--- config.mk ---
export PLATFORM = sky130hd
export DESIGN_NAME = video_timing_gen
export DESIGN_NICKNAME = d
export VERILOG_FILES = /design/src/rtl/video_timing_gen.sv
export SDC_FILE = /design/constraint.sdc
export NUM_CORES = 1
export LEC_CHECK = 0
export ABC_AREA = 0
export BUFFER_PORTS_ARGS = -buffer_cell sky130_fd_sc_hd__buf_2
export CORE_ASPECT_RATIO = 1.5
export CORE_MARGIN = 8
export CORE_UTILIZATION = 30
export CTS_CLUSTER_DIAMETER = 100
export CTS_CLUSTER_SIZE = 30
export DETAILED_ROUTE_END_ITERATION = 10
export PLACE_DENSITY = 0.59
export SYNTH_ARGS = -nofsm -noshare
export SYNTH_HDL_FRONTEND = slang
export SYNTH_SLANG_ARGS = --single-unit
--- constraint.sdc ---
create_clock -name clk_pix -period 8.49 [get_ports clk_pix]
set_input_delay 1.2735 -clock clk_pix [delete_from_list [all_inputs] [get_ports clk_pix]]
set_output_delay 1.2735 -clock clk_pix [all_outputs]
set_load 0.02 [all_outputs]
--- src/rtl/video_timing_gen.sv ---
// Raster timing generator: requests pixels by (h_pos, v_pos) and realigns DE/syncs/SOF with the returned data.
// Latency: request one cycle after the counter state; vid_* appear PIPE_LAT+1 cycles after the matching req.
// Backpressure: none; en=0 idles the raster and flushes every pipeline stage on the same edge.
module video_timing_gen #(
  parameter int unsigned H_ACTIVE = 1280,
  parameter int unsigned H_FP     = 110,
  parameter int unsigned H_SYNC   = 40,
  parameter int unsigned H_BP     = 220,
  parameter int unsigned V_ACTIVE = 720,
  parameter int unsigned V_FP     = 5,
  parameter int unsigned V_SYNC   = 5,
  parameter int unsigned V_BP     = 20,
  parameter bit          HS_POL   = 1'b1,
  parameter bit          VS_POL   = 1'b1,
  parameter int unsigned PIPE_LAT = 2,
  parameter int unsigned CNT_W    = 12,
  parameter int unsigned DATA_W   = 24
) (
  input  logic              clk_pix,
  input  logic              rst,
  input  logic              en,
  input  logic [DATA_W-1:0] data_in,
  output logic              req,
  output logic [CNT_W-1:0]  h_pos,
  output logic [CNT_W-1:0]  v_pos,
  output logic [DATA_W-1:0] vid_data,
  output logic              vid_de,
  output logic              vid_hsync,
  output logic              vid_vsync,
  output logic              vid_sof
);

  localparam int unsigned H_TOTAL = H_ACTIVE + H_FP + H_SYNC + H_BP;
  localparam int unsigned V_TOTAL = V_ACTIVE + V_FP + V_SYNC + V_BP;
  localparam int unsigned NST     = PIPE_LAT + 1;

  localparam logic [CNT_W-1:0] H_ACT  = CNT_W'(H_ACTIVE);
  localparam logic [CNT_W-1:0] HS_BEG = CNT_W'(H_ACTIVE + H_FP);
  localparam logic [CNT_W-1:0] HS_END = CNT_W'(H_ACTIVE + H_FP + H_SYNC);
  localparam logic [CNT_W-1:0] H_LAST = CNT_W'(H_TOTAL - 1);
  localparam logic [CNT_W-1:0] V_ACT  = CNT_W'(V_ACTIVE);
  localparam logic [CNT_W-1:0] VS_BEG = CNT_W'(V_ACTIVE + V_FP);
  localparam logic [CNT_W-1:0] VS_END = CNT_W'(V_ACTIVE + V_FP + V_SYNC);
  localparam logic [CNT_W-1:0] V_LAST = CNT_W'(V_TOTAL - 1);

  // Syncs are carried active-high internally; polarity is applied only at the pins.
  typedef struct packed {
    logic de;
    logic hs;
    logic vs;
    logic sof;
  } ctl_t;

  logic [CNT_W-1:0]  h_q, h_d;
  logic [CNT_W-1:0]  v_q, v_d;
  logic              req_q, req_d;
  logic [CNT_W-1:0]  h_pos_q, h_pos_d;
  logic [CNT_W-1:0]  v_pos_q, v_pos_d;
  ctl_t              req_ctl_q, req_ctl_d;
  ctl_t [NST-1:0]    pipe_q, pipe_d;
  logic [DATA_W-1:0] vid_data_q, vid_data_d;

  logic act, hs_reg, vs_reg;

  // Region decode of the pixel about to be requested.
  always_comb begin
    act    = (h_q < H_ACT) && (v_q < V_ACT);
    hs_reg = (h_q >= HS_BEG) && (h_q < HS_END);
    vs_reg = (v_q >= VS_BEG) && (v_q < VS_END);
  end

  // Next-state: raster counters, request stage, delay line and data capture; en=0 idles all of it.
  always_comb begin
    h_d        = '0;
    v_d        = '0;
    req_d      = 1'b0;
    h_pos_d    = '0;
    v_pos_d    = '0;
    req_ctl_d  = '0;
    pipe_d     = '0;
    vid_data_d = '0;
    if (en) begin
      req_d         = act;
      h_pos_d       = act ? h_q : '0;
      v_pos_d       = act ? v_q : '0;
      req_ctl_d.de  = act;
      req_ctl_d.hs  = hs_reg;
      req_ctl_d.vs  = vs_reg;
      req_ctl_d.sof = act && (h_q == '0) && (v_q == '0);
      pipe_d[0]     = req_ctl_q;
      for (int i = 1; i < int'(NST); i++) begin
        pipe_d[i] = pipe_q[i-1];
      end
      // The DE entering the last stage belongs to the pixel whose data is on data_in now.
      vid_data_d = pipe_d[NST-1].de ? data_in : '0;
      if (h_q == H_LAST) begin
        h_d = '0;
        v_d = (v_q == V_LAST) ? '0 : v_q + 1'b1;
      end else begin
        h_d = h_q + 1'b1;
        v_d = v_q;
      end
    end
  end

  // State registers; reset returns everything to the idle raster immediately.
  always_ff @(posedge clk_pix or posedge rst) begin
    if (rst) begin
      h_q        <= '0;
      v_q        <= '0;
      req_q      <= 1'b0;
      h_pos_q    <= '0;
      v_pos_q    <= '0;
      req_ctl_q  <= '0;
      pipe_q     <= '0;
      vid_data_q <= '0;
    end else begin
      h_q        <= h_d;
      v_q        <= v_d;
      req_q      <= req_d;
      h_pos_q    <= h_pos_d;
      v_pos_q    <= v_pos_d;
      req_ctl_q  <= req_ctl_d;
      pipe_q     <= pipe_d;
      vid_data_q <= vid_data_d;
    end
  end

  assign req       = req_q;
  assign h_pos     = h_pos_q;
  assign v_pos     = v_pos_q;
  assign vid_data  = vid_data_q;
  assign vid_de    = pipe_q[NST-1].de;
  assign vid_sof   = pipe_q[NST-1].sof;
  assign vid_hsync = pipe_q[NST-1].hs ? HS_POL : ~HS_POL;
  assign vid_vsync = pipe_q[NST-1].vs ? VS_POL : ~VS_POL;

endmodule
==> flow_summary.json, run 1 <==
{
  "status": "complete, no violations",
  "finClkSkew_ns": 0.00347,
  "cp_slowest_cell": "o2111a_2",
  "hold_buffers": 0,
  "fin_crit_sh_pct": 30.9,
  "power_leakage_uw": 0.00229,
  "cts_root_buffer": "clkbuf_16",
  "grt_use_met2_pct": 18.4,
  "critPathMaxStageDelay_ns": 0.51,
  "clock_path_buffers": 2,
  "yosys_warnings": 0,
  "use_met3_pct": 3.45,
  "nets": 413,
  "period_minus_slack_ns": 2.63,
  "worst_slack_ns": 5.86,
  "grt_setup_unrepaired": "no",
  "crit_family": "buffers and inverters",
  "worst_pin_slew_ns": 1.03,
  "die_area_um2": 15700,
  "setup-tns-final_ns": 0,
  "vias": 2553,
  "crit_path_end_kind": "flip-flop",
  "multi_input_area_um2": 1250,
  "finalHoldViolCount": 0,
  "initial_core_util_pct": 30.2,
  "grt_use_total_pct": 10.7,
  "synthCells": 304,
  "cts.sinks": 88,
  "htree_num_levels": 3,
  "setup_violations": 0,
  "synth-edff-count": 0,
  "synth-seq-cells": 88,
  "cap_violations": 0,
  "vias_per_cell": 4.75,
  "clk_pin_slew_ns": 0.06,
  "crit_chain": "buf_2, inv_1, nor4_1, o2111a_2, and2_4",
  "synthArstFlopShare_pct": 100,
  "ys.flop_type": "dfrtp_1",
  "num_rows": 49,
  "ant_nets": 0,
  "clock.fmax_mhz": 381,
  "core_um2": 11800,
  "yosysUniqueCellTypes": 45,
  "die_w_um": 105,
  "dpl.hpwl_mm": 5.72,
  "final_util_pct": 37.1,
  "antenna_cells": 0,
  "max_slew_margin_pct": 31.2,
  "required_ns": 8.77,
  "initialDrtViolationCount": 136,
  "setup.worst_path.class": "in2reg",
  "synthesis.area_um2": 3580,
  "layout_common_cells": "dfrtp_1, buf_2, and3_1",
  "seq_area_frac_synth_pct": 61.6,
  "ir_drop_v": 0.0000707,
  "r2r_setup_slack_ns": 6.37,
  "fillers": 1157,
  "grt.overflow.total": 0,
  "post_cts_buffers": 0,
  "port_buffers": 79,
  "cts_made_buffers": 9,
  "synth_area_per_cell_um2": 11.8,
  "place_ws_ns": 5.46,
  "remaining_drc_errors": 0,
  "cts_repair_resize_count": 0,
  "num_io_pins": 80,
  "cellPowerDensity_nw_per_um2": 195,
  "syn_to_final_growth_pct": 22.7,
  "cp.arrival_ns": 2.91,
  "routed_wl_mm": 7.96,
  "grt_pass1_wl_mm": 13.5,
  "grt_util_met1_pct": 11.3,
  "drv_slew": 0,
  "first_global_vias": 2615,
  "hold_class": "reg2reg",
  "register_area_um2": 2200,
  "final_common_cell": "dfrtp_1",
  "antenna_found_initial": 1,
  "dr.pass1.iters": 4,
  "clk_latency_ns": 0.34,
  "worst-path-buf-inv": 2,
  "wl_per_cell_um": 14.8,
  "grt_start_max_net_pins": 86,
  "tritoncts": "done",
  "gr-max-usage-layer": "met2",
  "die_y_um": 150,
  "worst_hold_slack_ns": 0.455,
  "cp_max_fo": 42,
  "final_layout_size_suffix_gt1_share_pct": 29.7,
  "startpoint_type": "input port",
  "place_congestion": 0.816
}
-- metal layers --
layer	vias up	part of all wire (%)	wire [um]
met2	72	54	4320
li1	1212	-	-
met1	1255	38	3060
met3	12	5.6	445
met5	-	0.13	10
met4	2	1.6	128
-- per-stage QoR --
| stage | cells | cell area (um2) | power (uW) |
|---|---|---|---|
| final | 537 | 4390 | 853 |
| after global routing | 537 | 4390 | 893 |
| after CTS | 537 | 4390 | 869 |
| after detailed placement | 521 | 4090 | 486 |
| after global placement | 521 | 4090 | 485 |
| after floorplan | 306 | 3580 | 469 |
-- synthesized netlist by cell type, drive strengths merged, types with 2 or more instances --
library cell,count,area (um2)
a21oi,6,30.0
a31oi,10,62.6
and2,36,258
and3,25,156
and4,4,35.0
buf,4,32.5
clkbuf,14,52.6
dfrtp,88,2200
ha,7,87.6
inv,11,41.3
nand2,9,33.8
nand3,13,65.1
nand4,6,37.5
nor2,15,56.3
nor3,5,25.0
nor4,5,37.5
nor4b,3,26.3
o211ai,2,15.0
o21ai,8,40.0
o31ai,3,27.5
or3,2,12.5
or4,4,30.0
xnor2,3,26.3
xor2,5,43.8
-- area by class of cell --
| type | count | area share (%) |
|---|---|---|
| flip-flops and latches | 88 | 50.2 |
| multi-input cells | 189 | 28.6 |
| repair buffers | 80 | 9.18 |
| clock buffers | 12 | 6.08 |
| well taps | 153 | 4.36 |
| inverters | 11 | 0.970 |
| clock inverters | 4 | 0.599 |
-- worst paths after layout --
check                                  startpoint                   to  cells after the start
setup reg to reg                 h_q[8]$_DFF_PP0_   v_q[3]$_DFFE_PP0P_                      4
hold reg to reg            req_ctl_q[0]$_DFF_PP0_  pipe_q[0]$_DFF_PP0_                      1
hold / removal             req_ctl_q[0]$_DFF_PP0_  pipe_q[0]$_DFF_PP0_                      1
max in group asynchronous                     rst  h_pos[11]$_DFF_PP0_                      3
setup / recovery                               en   h_pos[4]$_DFF_PP0_                      5
min in group asynchronous                     rst   h_pos[6]$_DFF_PP0_                      2
-- report_power, final --
| group | switching [uW] | total (uW) | internal, uW |
|---|---|---|---|
| registers | 5.65 | 432 | 427 |
| logic | 29.9 | 44.9 | 15.0 |
| clock network | 154 | 376 | 222 |
-- state kept, by name, indices dropped and copies added (netlist names) --
register,flops
vid_data,24
h_pos,12
h_q,12
v_pos,12
v_q,12
pipe_q,10
req_ctl_q,4
vid_de,1
vid_sof,1
-- cells by family after synthesis --
group | count (synthesis) | share of synthesized area (%)
flops | 88 | 61.6
xor+xnor | 8 | 1.96
fa+ha+maj | 7 | 2.45
other cells | 1 | 0.105
compound gates | 39 | 7.49
simple gates | 132 | 22.9
buf+inv | 29 | 3.53
No activity file was read; power rests on OpenSTA's default activity.
==> run 2: changes to the inputs <==
PLACE_DENSITY = 0.61   (was 0.59)
clock period = 2.3 ns   (was 8.49 ns; I/O delays follow)
==> run 2 against run 1 <==
Compared with the run above: utilization grew 0.63 points; cell count grew 1.5%; count of clock-buffer cells in the layout shrank 1; global-route usage grew 0.49 points; critical endpoint is now v_pos[1]$_DFF_PP0_.
==> flow_summary.json, run 2 (synthesized netlist as in run 1, its figures left out) <==
{
  "status": "complete, no violations",
  "layout_common_cells": "dfrtp_1, buf_2, and3_1",
  "clkPwrFrac_pct": 44.2,
  "initial_core_util_pct": 30.2,
  "finalHoldViolCount": 0,
  "die_area_um2": 15700,
  "die_w_um": 105,
  "initialDrtViolationCount": 227,
  "combPwrFrac_pct": 5.6,
  "ir_drop_v": 0.000280,
  "switchingPower_uw": 744,
  "clk_latency_ns": 0.34,
  "syn_to_final_growth_pct": 24.8,
  "nets": 421,
  "worst-path-buf-inv": 0,
  "grt_setup_unrepaired": "no",
  "cts_root_buffer": "clkbuf_16",
  "cellPowerDensity_nw_per_um2": 712,
  "finClkSkew_ns": 0.00983,
  "dr.pass1.iters": 4,
  "startpoint_type": "flip-flop",
  "drv_slew": 0,
  "routed_wl_mm": 8.42,
  "fin_crit_sh_pct": 89.7,
  "dpl.hpwl_mm": 6.11,
  "required_ns": 2.52,
  "vias_per_cell": 4.77,
  "clk_pin_slew_ns": 0.07,
  "grt_start_max_net_pins": 52,
  "setup.worst_path.class": "reg2reg",
  "hold_buffers": 0,
  "antenna_cells": 0,
  "clock_path_buffers": 2,
  "place_congestion": 0.870,
  "crit_chain": "or4b_4, or2_1, o2111a_2, and2_1",
  "tritoncts": "done",
  "clock.fmax_mhz": 484,
  "power_leakage_uw": 0.00232,
  "grt_use_total_pct": 11.1,
  "num_rows": 49,
  "crit_path_end_kind": "flip-flop",
  "wl_per_cell_um": 15.4,
  "critPathMaxStageDelay_ns": 0.58,
  "cts_made_buffers": 9,
  "grt.overflow.total": 0,
  "final_layout_size_suffix_gt1_share_pct": 31.1,
  "crit_family": "simple AND/OR/NAND/NOR gates",
  "htree_num_levels": 3,
  "final_common_cell": "dfrtp_1",
  "cp_slowest_cell": "or4b_4",
  "remaining_drc_errors": 0,
  "final_util_pct": 37.7,
  "largest_reg_flops": 24,
  "r2r_setup_slack_ns": 0.24,
  "intPower_uw": 2430,
  "switching_share_pct": 23.4,
  "first_global_vias": 2705,
  "cts.sinks": 88,
  "post_cts_buffers": 0,
  "antenna_found_initial": 0,
  "cts_repair_resize_count": 0,
  "period_minus_slack_ns": 2.06,
  "num_io_pins": 80,
  "vias": 2601,
  "cap_violations": 0,
  "grt_pass1_wl_mm": 14.0,
  "hold_class": "in2async",
  "die_y_um": 150,
  "cp.arrival_ns": 2.29,
  "core_um2": 11800,
  "ant_nets": 0,
  "port_buffers": 79,
  "pwr-share-seq_pct": 50.2,
  "setup_violations": 0,
  "max_slew_margin_pct": 54.5,
  "setup-tns-final_ns": 0,
  "cp_max_fo": 23,
  "worst_pin_slew_ns": 0.673
}
run 2: path summary, 6_finish.rpt:
path / from / cells past startpoint / to
hold reg to reg: req_ctl_q[0]$_DFF_PP0_ / 1 / pipe_q[0]$_DFF_PP0_
setup / recovery: v_q[8]$_DFFE_PP0P_ / 4 / v_pos[1]$_DFF_PP0_
min in group clk_pix: data_in[10] / 2 / vid_data[10]$_DFF_PP0_
max in group asynchronous: rst / 4 / h_pos[7]$_DFF_PP0_
hold / removal: rst / 2 / vid_data[8]$_DFF_PP0_
setup reg to reg: v_q[8]$_DFFE_PP0P_ / 4 / v_pos[1]$_DFF_PP0_
run 2: per-stage QoR:
| stage | total power (uW) | worst slack [ns] | instance area, um2 | hold slack, ns | cells |
|---|---|---|---|---|---|
| floorplan | 1730 | 0.393 | 3590 | 0.434 | 306 |
| CTS | 3230 | 0.232 | 4460 | 0.0534 | 545 |
| finish | 3180 | 0.236 | 4460 | 0.0480 | 545 |
| global route | 3300 | 0.136 | 4460 | 0.0955 | 545 |
| detailed placement | 1810 | 0.248 | 4170 | 0.416 | 529 |
| global placement | 1800 | 0.294 | 4170 | 0.409 | 529 |
run 2: layout make-up:
cell class,count,area [um2]
repair buffers,88,475
inverters,11,45.0
well taps,153,191
multi-input cells,189,1250
fillers,1153,7370
clock buffers,11,253
clock inverters,5,40.0
flip-flops and latches,88,2200
run 2: power groups by stage:
stage | sequential (uW) | clock, uW | combinational (uW)
finish | 1590 | 1400 | 179
global route | 1600 | 1510 | 201
CTS | 1600 | 1450 | 184
detailed placement | 1620 | 0 | 184
global placement | 1620 | 0 | 179
floorplan | 1630 | 0 | 98.5
run 2: routing by layer:
metal	vias to the layer above	GRT usage [%]	part of all wire, %
met5	-	0	0
met4	0	7.81	3.3
met3	18	2.16	4.7
met2	81	19.1	52
met1	1277	12.2	40
li1	1225	-	-
